<file path="config.mk">
export PLATFORM = sky130hd
export DESIGN_NAME = elevator_scheduler_flat
export DESIGN_NICKNAME = d
export VERILOG_FILES = /design/src/rtl/elevator_pkg.sv /design/src/rtl/elevator_scheduler_if.sv /design/src/rtl/elevator_timer.sv /design/src/rtl/elevator_scheduler.sv /design/src/flat_wrapper.sv
export SDC_FILE = /design/constraint.sdc
export NUM_CORES = 1
export LEC_CHECK = 0
export CORE_MARGIN = 8
export CORE_UTILIZATION = 52
export CTS_CLUSTER_DIAMETER = 40
export DETAILED_ROUTE_END_ITERATION = 12
export GPL_ROUTABILITY_DRIVEN = 0
export PLACE_DENSITY = 0.76
export SYNTH_ARGS = -nofsm -noshare
export SYNTH_HDL_FRONTEND = slang
export SYNTH_SLANG_ARGS = --single-unit
export TNS_END_PERCENT = 20
</file>
<file path="constraint.sdc">
create_clock -name clk -period 3.25 [get_ports clk]
set_input_delay 0.325 -clock clk [delete_from_list [all_inputs] [get_ports clk]]
set_output_delay 0.325 -clock clk [all_outputs]
set_load 0.05 [all_outputs]
</file>
<file path="src/rtl/elevator_pkg.sv">
// Shared types and helpers for the single-car elevator scheduler.
// State encoding, default sizing and the "requests above/below a floor" queries.
package elevator_pkg;

   typedef enum logic [1:0] {IDLE, MOVE_UP, MOVE_DOWN, DOOR_OPEN} state_t;

   localparam int NUM_FLOORS_DEF = 5;
   localparam int FLOOR_W_DEF    = 3;
   localparam int MAX_FLOORS     = 32;
   localparam int CNT_W          = 16;

   // Request vectors are zero-extended to a fixed width so one helper serves any car size.
   typedef logic [MAX_FLOORS-1:0] floor_vec_t;

   function automatic logic any_above(floor_vec_t vec, int floor);
      logic hit;
      hit = 1'b0;
      for (int i = 0; i < MAX_FLOORS; i++) begin
         if (i > floor && vec[i]) hit = 1'b1;
      end
      return hit;
   endfunction

   function automatic logic any_below(floor_vec_t vec, int floor);
      logic hit;
      hit = 1'b0;
      for (int i = 0; i < MAX_FLOORS; i++) begin
         if (i < floor && vec[i]) hit = 1'b1;
      end
      return hit;
   endfunction

endpackage

</file>
<file path="src/rtl/elevator_scheduler_if.sv">
// Button inputs and car status outputs of the elevator scheduler.
// master = scheduler side, slave = button panel / display side.
interface elevator_scheduler_if
   import elevator_pkg::*;
#(
   parameter int NUM_FLOORS = NUM_FLOORS_DEF,
   parameter int FLOOR_W    = FLOOR_W_DEF
);
   logic [NUM_FLOORS-1:0] buttons;
   logic [FLOOR_W-1:0]    current_floor;
   logic                  door_open;
   logic                  moving;
   logic                  dir_up;
   logic [NUM_FLOORS-1:0] pending;

   modport master (input buttons, output current_floor, door_open, moving, dir_up, pending);
   modport slave  (output buttons, input current_floor, door_open, moving, dir_up, pending);
endinterface

</file>
<file path="src/rtl/elevator_timer.sv">
// Loadable down-counter that parks at zero; zero flags the expiry of an interval.
module elevator_timer #(
   parameter int W = 16
) (
   input  logic         clk,
   input  logic         rst,
   input  logic         load,
   input  logic [W-1:0] value,
   output logic         zero
);
   logic [W-1:0] count_reg;

   always_ff @(posedge clk) begin
      if (rst)                  count_reg <= '0;
      else if (load)            count_reg <= value;
      else if (count_reg != '0) count_reg <= count_reg - 1'b1;
   end

   assign zero = (count_reg == '0);
endmodule

</file>
<file path="src/rtl/elevator_scheduler.sv">
// LOOK-policy request scheduler and motion sequencer for one elevator car.
// Optional idle parking to floor 0 is built when ELEV_PARK_EN is defined.
module elevator_scheduler
   import elevator_pkg::*;
#(
   parameter int NUM_FLOORS    = NUM_FLOORS_DEF,
   parameter int FLOOR_W       = FLOOR_W_DEF,
   parameter int TRAVEL_CYCLES = 4,
   parameter int DOOR_CYCLES   = 3
`ifdef ELEV_PARK_EN
  ,parameter int PARK_CYCLES   = 16
`endif
) (
   input logic                  clk,
   input logic                  rst,
   elevator_scheduler_if.master bus
);
   state_t                   state_reg;
   logic [FLOOR_W-1:0]       floor_reg, next_floor, open_floor;
   logic                     door_reg, moving_reg, dir_up_reg;
   logic [NUM_FLOORS-1:0]    pending_reg, clr;
   logic [2**FLOOR_W-1:0]    pend_full;
   floor_vec_t               pend_ext;
   logic                     is_move, here_req, step_here_req, btn_here;
   logic                     up_cur, dn_cur, up_nf, dn_nf, ahead_nf, behind_nf;
   logic                     open_en, door_bound, tmr_load, tmr_zero;
   logic                     park_go, park_hold;
   logic [CNT_W-1:0]         tmr_value;

   always_comb begin
      pend_full = '0;
      pend_full[NUM_FLOORS-1:0] = pending_reg;
      pend_ext = '0;
      pend_ext[NUM_FLOORS-1:0] = pending_reg;
   end

   assign is_move       = (state_reg == MOVE_UP) || (state_reg == MOVE_DOWN);
   assign next_floor    = (state_reg == MOVE_UP) ? floor_reg + 1'b1 : floor_reg - 1'b1;
   assign here_req      = pend_full[floor_reg];
   assign step_here_req = pend_full[next_floor];
   assign btn_here      = bus.buttons[floor_reg];
   assign up_cur        = any_above(pend_ext, int'(floor_reg));
   assign dn_cur        = any_below(pend_ext, int'(floor_reg));
   assign up_nf         = any_above(pend_ext, int'(next_floor));
   assign dn_nf         = any_below(pend_ext, int'(next_floor));
   assign ahead_nf      = (state_reg == MOVE_UP) ? up_nf : dn_nf;
   assign behind_nf     = (state_reg == MOVE_UP) ? dn_nf : up_nf;

   // The floor whose request is cleared this edge; the door floor masks presses all dwell long.
   assign open_en    = (state_reg == IDLE && here_req) || (is_move && tmr_zero && step_here_req) ||
                       (state_reg == DOOR_OPEN);
   assign open_floor = is_move ? next_floor : floor_reg;

   for (genvar gi = 0; gi < NUM_FLOORS; gi++) begin : g_clr
      assign clr[gi] = open_en && (open_floor == FLOOR_W'(gi));
   end

   // One timer serves travel and dwell: it reloads at every decision point, value set by the
   // destination of that decision (IDLE reloads every cycle; the value only matters on exit).
   assign door_bound = (state_reg == IDLE && here_req) || (is_move && step_here_req) ||
                       (state_reg == DOOR_OPEN && btn_here);
   assign tmr_load   = (state_reg == IDLE) || tmr_zero || (state_reg == DOOR_OPEN && btn_here);
   assign tmr_value  = door_bound ? CNT_W'(DOOR_CYCLES - 1) : CNT_W'(TRAVEL_CYCLES - 1);

   elevator_timer #(.W(CNT_W)) u_motion_timer (
      .clk   (clk),
      .rst   (rst),
      .load  (tmr_load),
      .value (tmr_value),
      .zero  (tmr_zero)
   );

`ifdef ELEV_PARK_EN
   logic park_zero, parking_reg;

   elevator_timer #(.W(CNT_W)) u_park_timer (
      .clk   (clk),
      .rst   (rst),
      .load  (state_reg != IDLE || pending_reg != '0),
      .value (CNT_W'(PARK_CYCLES - 1)),
      .zero  (park_zero)
   );

   assign park_go   = park_zero && (pending_reg == '0) && (floor_reg != '0);
   // A parking descent keeps going only while nothing at all is requested.
   assign park_hold = parking_reg && (pending_reg == '0) && (next_floor != '0);

   always_ff @(posedge clk) begin
      if (rst)                      parking_reg <= 1'b0;
      else if (state_reg == IDLE)   parking_reg <= park_go;
      else if (is_move && tmr_zero) parking_reg <= park_hold;
   end
`else
   assign park_go   = 1'b0;
   assign park_hold = 1'b0;
`endif

   always_ff @(posedge clk) begin
      if (rst) begin
         state_reg   <= IDLE;
         floor_reg   <= '0;
         door_reg    <= 1'b0;
         moving_reg  <= 1'b0;
         dir_up_reg  <= 1'b1;
         pending_reg <= '0;
      end else begin
         pending_reg <= (pending_reg | bus.buttons) & ~clr;
         unique case (state_reg)
            IDLE: begin
               if (here_req) begin
                  state_reg <= DOOR_OPEN;
                  door_reg  <= 1'b1;
               end else if (up_cur && (dir_up_reg || !dn_cur)) begin
                  state_reg  <= MOVE_UP;
                  moving_reg <= 1'b1;
                  dir_up_reg <= 1'b1;
               end else if (dn_cur || park_go) begin
                  state_reg  <= MOVE_DOWN;
                  moving_reg <= 1'b1;
                  dir_up_reg <= 1'b0;
               end
            end
            MOVE_UP, MOVE_DOWN: begin
               if (tmr_zero) begin
                  floor_reg <= next_floor;
                  if (step_here_req) begin
                     state_reg  <= DOOR_OPEN;
                     moving_reg <= 1'b0;
                     door_reg   <= 1'b1;
                  end else if (!(ahead_nf || park_hold)) begin
                     if (behind_nf) begin
                        state_reg  <= (state_reg == MOVE_UP) ? MOVE_DOWN : MOVE_UP;
                        dir_up_reg <= !dir_up_reg;
                     end else begin
                        state_reg  <= IDLE;
                        moving_reg <= 1'b0;
                     end
                  end
               end
            end
            DOOR_OPEN: begin
               if (tmr_zero && !btn_here) begin
                  door_reg <= 1'b0;
                  if (dir_up_reg ? up_cur : dn_cur) begin
                     state_reg  <= dir_up_reg ? MOVE_UP : MOVE_DOWN;
                     moving_reg <= 1'b1;
                  end else if (dir_up_reg ? dn_cur : up_cur) begin
                     state_reg  <= dir_up_reg ? MOVE_DOWN : MOVE_UP;
                     moving_reg <= 1'b1;
                     dir_up_reg <= !dir_up_reg;
                  end else begin
                     state_reg <= IDLE;
                  end
               end
            end
         endcase
      end
   end

   assign bus.current_floor = floor_reg;
   assign bus.door_open     = door_reg;
   assign bus.moving        = moving_reg;
   assign bus.dir_up        = dir_up_reg;
   assign bus.pending       = pending_reg;
endmodule

</file>
<file path="src/flat_wrapper.sv">
// flat-port wrapper written by rule: the top's interface ports become plain ports
module elevator_scheduler_flat import elevator_pkg::*;
#(
   parameter int NUM_FLOORS    = NUM_FLOORS_DEF,
   parameter int FLOOR_W       = FLOOR_W_DEF,
   parameter int TRAVEL_CYCLES = 4,
   parameter int DOOR_CYCLES   = 3

)
  (clk, rst, bus_buttons, bus_current_floor, bus_door_open, bus_moving, bus_dir_up, bus_pending);
  elevator_scheduler_if #(.NUM_FLOORS(NUM_FLOORS), .FLOOR_W(FLOOR_W)) bus_i ();
  input logic clk;
  input logic rst;
  input wire logic [$bits(bus_i.buttons)-1:0] bus_buttons;
  output wire logic [$bits(bus_i.current_floor)-1:0] bus_current_floor;
  output wire logic [$bits(bus_i.door_open)-1:0] bus_door_open;
  output wire logic [$bits(bus_i.moving)-1:0] bus_moving;
  output wire logic [$bits(bus_i.dir_up)-1:0] bus_dir_up;
  output wire logic [$bits(bus_i.pending)-1:0] bus_pending;
  assign bus_i.buttons = bus_buttons;
  assign bus_current_floor = bus_i.current_floor;
  assign bus_door_open = bus_i.door_open;
  assign bus_moving = bus_i.moving;
  assign bus_dir_up = bus_i.dir_up;
  assign bus_pending = bus_i.pending;
  elevator_scheduler #(.NUM_FLOORS(NUM_FLOORS), .FLOOR_W(FLOOR_W), .TRAVEL_CYCLES(TRAVEL_CYCLES), .DOOR_CYCLES(DOOR_CYCLES)) u_core (.clk(clk), .rst(rst), .bus(bus_i));
endmodule
</file>
# ---- Yosys cells after proc, flatten, opt, wreduce, memory -nomap -nowiden
# Cells that the tools add are included.
dict set report classes {
  n_addsub 3
  n_mul 0
  div_mod_pow 0
  n_lt_le_gt_ge 20
  n_eq_ne 22
  shifts 0
  mux 74
  n_bitwise 3
  reduce_logical 52
}
# op n
set ops {}
lappend ops {{1-bit two-way mux} 50}
lappend ops {{16-bit two-way mux} 2}
lappend ops {{1-bit logical AND} 30}
lappend ops {{2-bit two-way mux} 13}
lappend ops {{16-bit logical NOT} 1}
lappend ops {{16-bit nonzero test} 1}
lappend ops {{16-bit by 1-bit subtractor with 16-bit output (second input constant)} 1}
lappend ops {{2-bit by 3-bit > comparator with 1-bit output (first input constant)} 4}
lappend ops {{1-bit by 3-bit < comparator with 1-bit output (first input constant)} 4}
lappend ops {{2-bit by 3-bit < comparator with 1-bit output (first input constant)} 4}
lappend ops {{2-bit != test (second input constant)} 6}
lappend ops {{1-bit binary-select mux with 3-bit select} 3}
lappend ops {{3-bit by 2-bit != test with 1-bit output (second input constant)} 3}
lappend ops {{1-bit case mux with 3 select lines} 3}
lappend ops {{9-bit AND reduction} 1}
lappend ops {{1-bit logical OR} 8}
lappend ops {{3-bit by 4-bit < comparator with 1-bit output (second input constant)} 2}
lappend ops {{2-bit by 1-bit != test with 1-bit output (second input constant)} 4}
lappend ops {{4-bit AND reduction} 2}
lappend ops {{7-bit AND reduction} 1}
lappend ops {{3-bit by 2-bit equality test with 1-bit output (second input constant)} 2}
lappend ops {{1-bit by 3-bit > comparator with 1-bit output (first input constant)} 2}
lappend ops {{3-bit > comparator (first input constant)} 2}
lappend ops {{3-bit < comparator (first input constant)} 2}
lappend ops {{other kinds (19)} 23}
dict set report word_totals {
  reg_bits 29
  latch_bits 0
  ram_bits 0
  romBits 0
  inputBits 7
  output_inout_bits 11
  elab_cells 181
  mem_count 0
}

# ---- Logic depth before layout (Yosys ltp)
# Gate-level depths: netlist of run 1.
dict set report depth {
  depth_word 15
  mapped_depth 10
  mapped_depth_nobuf 9
}

# ---- By module
# Synthesis of run 1 repeated with hierarchy kept, for this count alone.
dict set report hier_totals {
  cells_unflattened 298
  area_unflattened_um2 2331.0
}
# module n_inst cells_each area_each_um2 seq_area_each_um2
set by_module_without_submodules {}
lappend by_module_without_submodules {elevator_scheduler 1 182 1366.3 260.2}
lappend by_module_without_submodules {elevator_timer 1 116 964.7 320.3}

# ---- Least setup slack after synthesis of run 1
# Ideal clock, no wire load.
dict set report synth_path {
  path_kind {register -> register}
  startpoint {register u_core.floor_reg[1] (netlist: u_core.bus.current_floor[1])}
  endpoint {register u_core.dir_up_reg (netlist: u_core.bus.dir_up)}
  setup_time_ns 0.120
  t_arrival_ns 3.523
  required_ns 3.130
  path_slack_ns -0.393
  stages_incl_launch_ff 11
  n_path_buf 1
  period_less_slack_ns 3.643
  path_cell_list {dfxtp_1 > clkbuf_1 > inv_1 > ha_1 > or4b_4 > a41oi_2 > a311oi_2 > or4b_1 > o211a_1 > o41a_1 > a211o_1}
}
dict set report synth_via {
  elab_chain_cells 13
  elab_cells_between_ends 84
  cone_classes {add/sub (2); order compare (18); eq/ne (8); mux (32); reduce/logical (24)}
}
# element line
set synth_rtl {}
lappend synth_rtl {{from (decl)} elevator_scheduler.sv:19} ;# logic [FLOOR_W-1:0] floor_reg, next_floor, open_floor;
lappend synth_rtl {{from (signal assigned)} elevator_scheduler.sv:125} ;# floor_reg <= next_floor;
lappend synth_rtl {{parallel branches: the longest is 13 deep, another holds 3-bit by 1-bit subtractor with 3-bit output} n/a}
lappend synth_rtl {{to (signal assigned)} elevator_scheduler.sv:133} ;# dir_up_reg <= !dir_up_reg;
lappend synth_rtl {{to (signal assigned)} elevator_scheduler.sv:150} ;# dir_up_reg <= !dir_up_reg;
lappend synth_rtl {{to (decl)} elevator_scheduler.sv:20} ;# logic door_reg, moving_reg, dir_up_reg;
# Parallel ways; which one is timed is not known. The select of a mux whose other input is x is not followed.
# A chain may end at the register's enable or synchronous reset.

# ---- Worst setup path in the final report of run 1
# Same ends and word-level chain as after synthesis.

==> results of run 1 <==
[layout by cell type, fill, tap and decap left out, types with 7 or more instances in the layout]
cell	n
nand2_1	20
o21ai_0	8
inv_1	10
buf_4	7
nor3_1	8
nor2_1	38
clkdlybuf4s50_1	17
dfxtp_1	27
a21oi_1	13
nand3_1	7
ha_1	8
xnor2_1	14
[kinds of logic after synthesis]
kind of cell	Yosys count	share of synthesized area
xor+xnor	18	0.0773
compound gates	58	0.211
mux	11	0.0712
simple gates	102	0.247
fa+ha+maj	10	0.0614
flops	29	0.285
buf+inv	23	0.0466
[what timing repair did]
action	CTS	global route
setup endpoints to repair	0	1
resized for setup	0	2
hold buffers	0	0
[routing by layer]
metal  up-vias  track usage  wire (um)  share of wire
met5         -            0          0              0
met2        64        0.258       2110           0.45
li1        939            -          -              -
met1       833        0.206       2170           0.46
met3        11       0.0456        316          0.067
met4         0       0.0611        106          0.023
[cell type report]
type / instances / area (um^2) / share of cell area
multi-input cells: 199 / 1380 / 0.582
flip-flops and latches: 29 / 588 / 0.247
repair buffers: 24 / 223 / 0.0937
clock buffers: 5 / 68.8 / 0.0289
well taps: 48 / 60.1 / 0.0253
inverters: 11 / 41.3 / 0.0174
clock inverters: 3 / 12.5 / 0.00526
[stage by stage]
stage	setup slack [ps]	power [W]	cells	util
after global placement	255	0.00238	311	0.615
final	174	0.00270	319	0.640
after floorplan	75.8	0.00200	251	-
after detailed placement	171	0.00240	311	0.615
after CTS	160	0.00269	319	0.637
after global routing	31.0	0.00295	319	0.640
[report_power, final]
group / leakage (nW) / switching, W / internal, W
registers: 0.239 / 0.000112 / 0.000459
logic: 0.607 / 0.00107 / 0.000792
clock network: 0.0430 / 0.000127 / 0.000144
[worst register-to-register path, stage by stage (launching register included)]
cell and delay [ps]:
dfxtp_4 380, inv_1 190, ha_4 260, or4b_4 520
a41oi_2 200, a311oi_2 90, or4b_1 500, o211a_1 150
o41a_1 410, a211o_1 260
[worst min path at each step]
stage                                  startpoint                            endpoint  cells after the start
2_1_floorplan  u_core.u_motion_timer.count_reg[6]  u_core.u_motion_timer.count_reg[6]                      2
3_3_place_gp   u_core.u_motion_timer.count_reg[6]  u_core.u_motion_timer.count_reg[6]                      2
3_5_place_dp   u_core.u_motion_timer.count_reg[6]  u_core.u_motion_timer.count_reg[6]                      2
4_1_cts        u_core.u_motion_timer.count_reg[6]  u_core.u_motion_timer.count_reg[6]                      2
5_1_grt        u_core.u_motion_timer.count_reg[6]  u_core.u_motion_timer.count_reg[6]                      2
6_report       u_core.u_motion_timer.count_reg[6]  u_core.u_motion_timer.count_reg[6]                      2
==> impl_metrics.env, run 1 <==
export IMPL_grtUsageTotal=0.164
export IMPL_final_area_mm2=0.00238
export IMPL_maxCapViolCount=0
export IMPL_antenna_cells=0
export IMPL_clock_root_buffer="clkbuf_8"
export IMPL_rsz0062_at_grt="no"
export IMPL_wirelength_um=4710
export IMPL_worst_setup_path_type="reg2reg"
export IMPL_drcViolationCount=0
export IMPL_cp_arrival_ps=3240
export IMPL_drt_pass1_iterations=4
export IMPL_min_period_over_period=0.946
export IMPL_port_buffers=17
export IMPL_worstPathMaxFanout=10
export IMPL_yosys_warnings=0
export IMPL_clock_latency_ps=280
export IMPL_postRouteAntennaNets=0
export IMPL_hold_violations=0
export IMPL_die_h_um=78.6
export IMPL_finalClockSkew_ps=11.1
export IMPL_drt_iter0_drc=163
export IMPL_max_slew_margin=0.582
export IMPL_worstSetupEndpoint="u_core.bus.dir_up"
export IMPL_cpMaxStageDelayCell="or4b_4"
export IMPL_routed_via_density=5.79
export IMPL_synthArstFlopShare=0
export IMPL_startpoint_type="register"
export IMPL_syn_inst=251
export IMPL_ir_worst_vdd_v=0.000629
export IMPL_placed_area_mm2=0.00229
export IMPL_largest_register_ffs=16
export IMPL_die_area_mm2=0.00618
export IMPL_cpLargestDelayFamily="compound AO/OA/AOI/OAI gates"
export IMPL_setup_tns_ps=0
export IMPL_synth_top_flop_cell="dfxtp_1"
export IMPL_grt_pass1_wl_um=8350
export IMPL_reg2reg_depth=9
export IMPL_path_buf_inv=1
export IMPL_yosysTopAreaCell="dfxtp_1"
export IMPL_worstReg2RegEnd="u_core.bus.dir_up"
export IMPL_yosysTopAreaCellShare=0.285
export IMPL_cts_tree="yes"
export IMPL_max_freq_ghz=0.325
export IMPL_syn_num_nets=268
export IMPL_synth_common_cells="nor2_1, dfxtp_1, nand2_1"
export IMPL_synth_most_common_cell="nor2_1"
export IMPL_num_fill_cells=327
export IMPL_numCtsBuffers=5
export IMPL_syn_to_final_growth_pct=16.6
export IMPL_post_drt_wl_per_cell_um=14.8
export IMPL_dp_hpwl_um=3580
export IMPL_min_path_type="reg2reg"
export IMPL_crit_path_max_incr_delay_ps=520
export IMPL_synth_edf_count=0
export IMPL_die_w_um=78.6
export IMPL_drive_gt1_frac=0.114
export IMPL_grt_pass1_vias=1782
export IMPL_fin_crit_ps=3080
export IMPL_h_tree_depth=2
export IMPL_clock_sinks=29
export IMPL_cp_data_required_time_ps=3410
export IMPL_path_cells="inv_1 -> ha_4 -> or4b_4 -> a41oi_2 -> a311oi_2 -> or4b_1 -> o211a_1 -> o41a_1 -> a211o_1"
export IMPL_endpoint_kind="register"
export IMPL_status="completed"
export IMPL_netlist_top_cells_area="dfxtp_1, nor2_1, ha_1, xnor2_1, nand2_1"
export IMPL_start_util=0.548
export IMPL_cts_max_path_buffers=2
export IMPL_synth_area_mm2=0.00204
export IMPL_hold_slack_ps=479
export IMPL_worstMarginPinSlew_ps=611
export IMPL_synth_area_per_cell_um2=8.12
export IMPL_pin_count=18
export IMPL_r2r_start="u_core.bus.current_floor[1]"
export IMPL_post_cts_buffers=0
export IMPL_cp_depth=9
export IMPL_fin_nets=287
export IMPL_grt_overflow_total=0
export IMPL_vias=1847
export IMPL_drv_slew=0
export IMPL_power_density_mw_per_mm2=1140
export IMPL_antenna_found_initial=0
export IMPL_grt_max_degree=19
export IMPL_synth_seq_cells=29
export IMPL_r2r_slack_ps=170
export IMPL_setup_viol=0
export IMPL_leakagePower_nw=0.889
export IMPL_core_area_mm2=0.00372
export IMPL_synth_cell_type_count=59
export IMPL_core_rowCount=22
export IMPL_clk_pin_slew_ps=70
export IMPL_crit_path_start="u_core.bus.current_floor[1]"
export IMPL_seq_area_frac_synth=0.285
No activity file was read; power rests on OpenSTA's default activity.
==> inputs of run 2 (changes only) <==
--- a/config.mk
+++ b/config.mk
@@ -14,4 +14,4 @@
 export SYNTH_ARGS = -nofsm -noshare
 export SYNTH_HDL_FRONTEND = slang
 export SYNTH_SLANG_ARGS = --single-unit
-export TNS_END_PERCENT = 20
+export TNS_END_PERCENT = 1
==> results of run 2 <==
Final layout, timing and power as in run 1 (identical DEF).
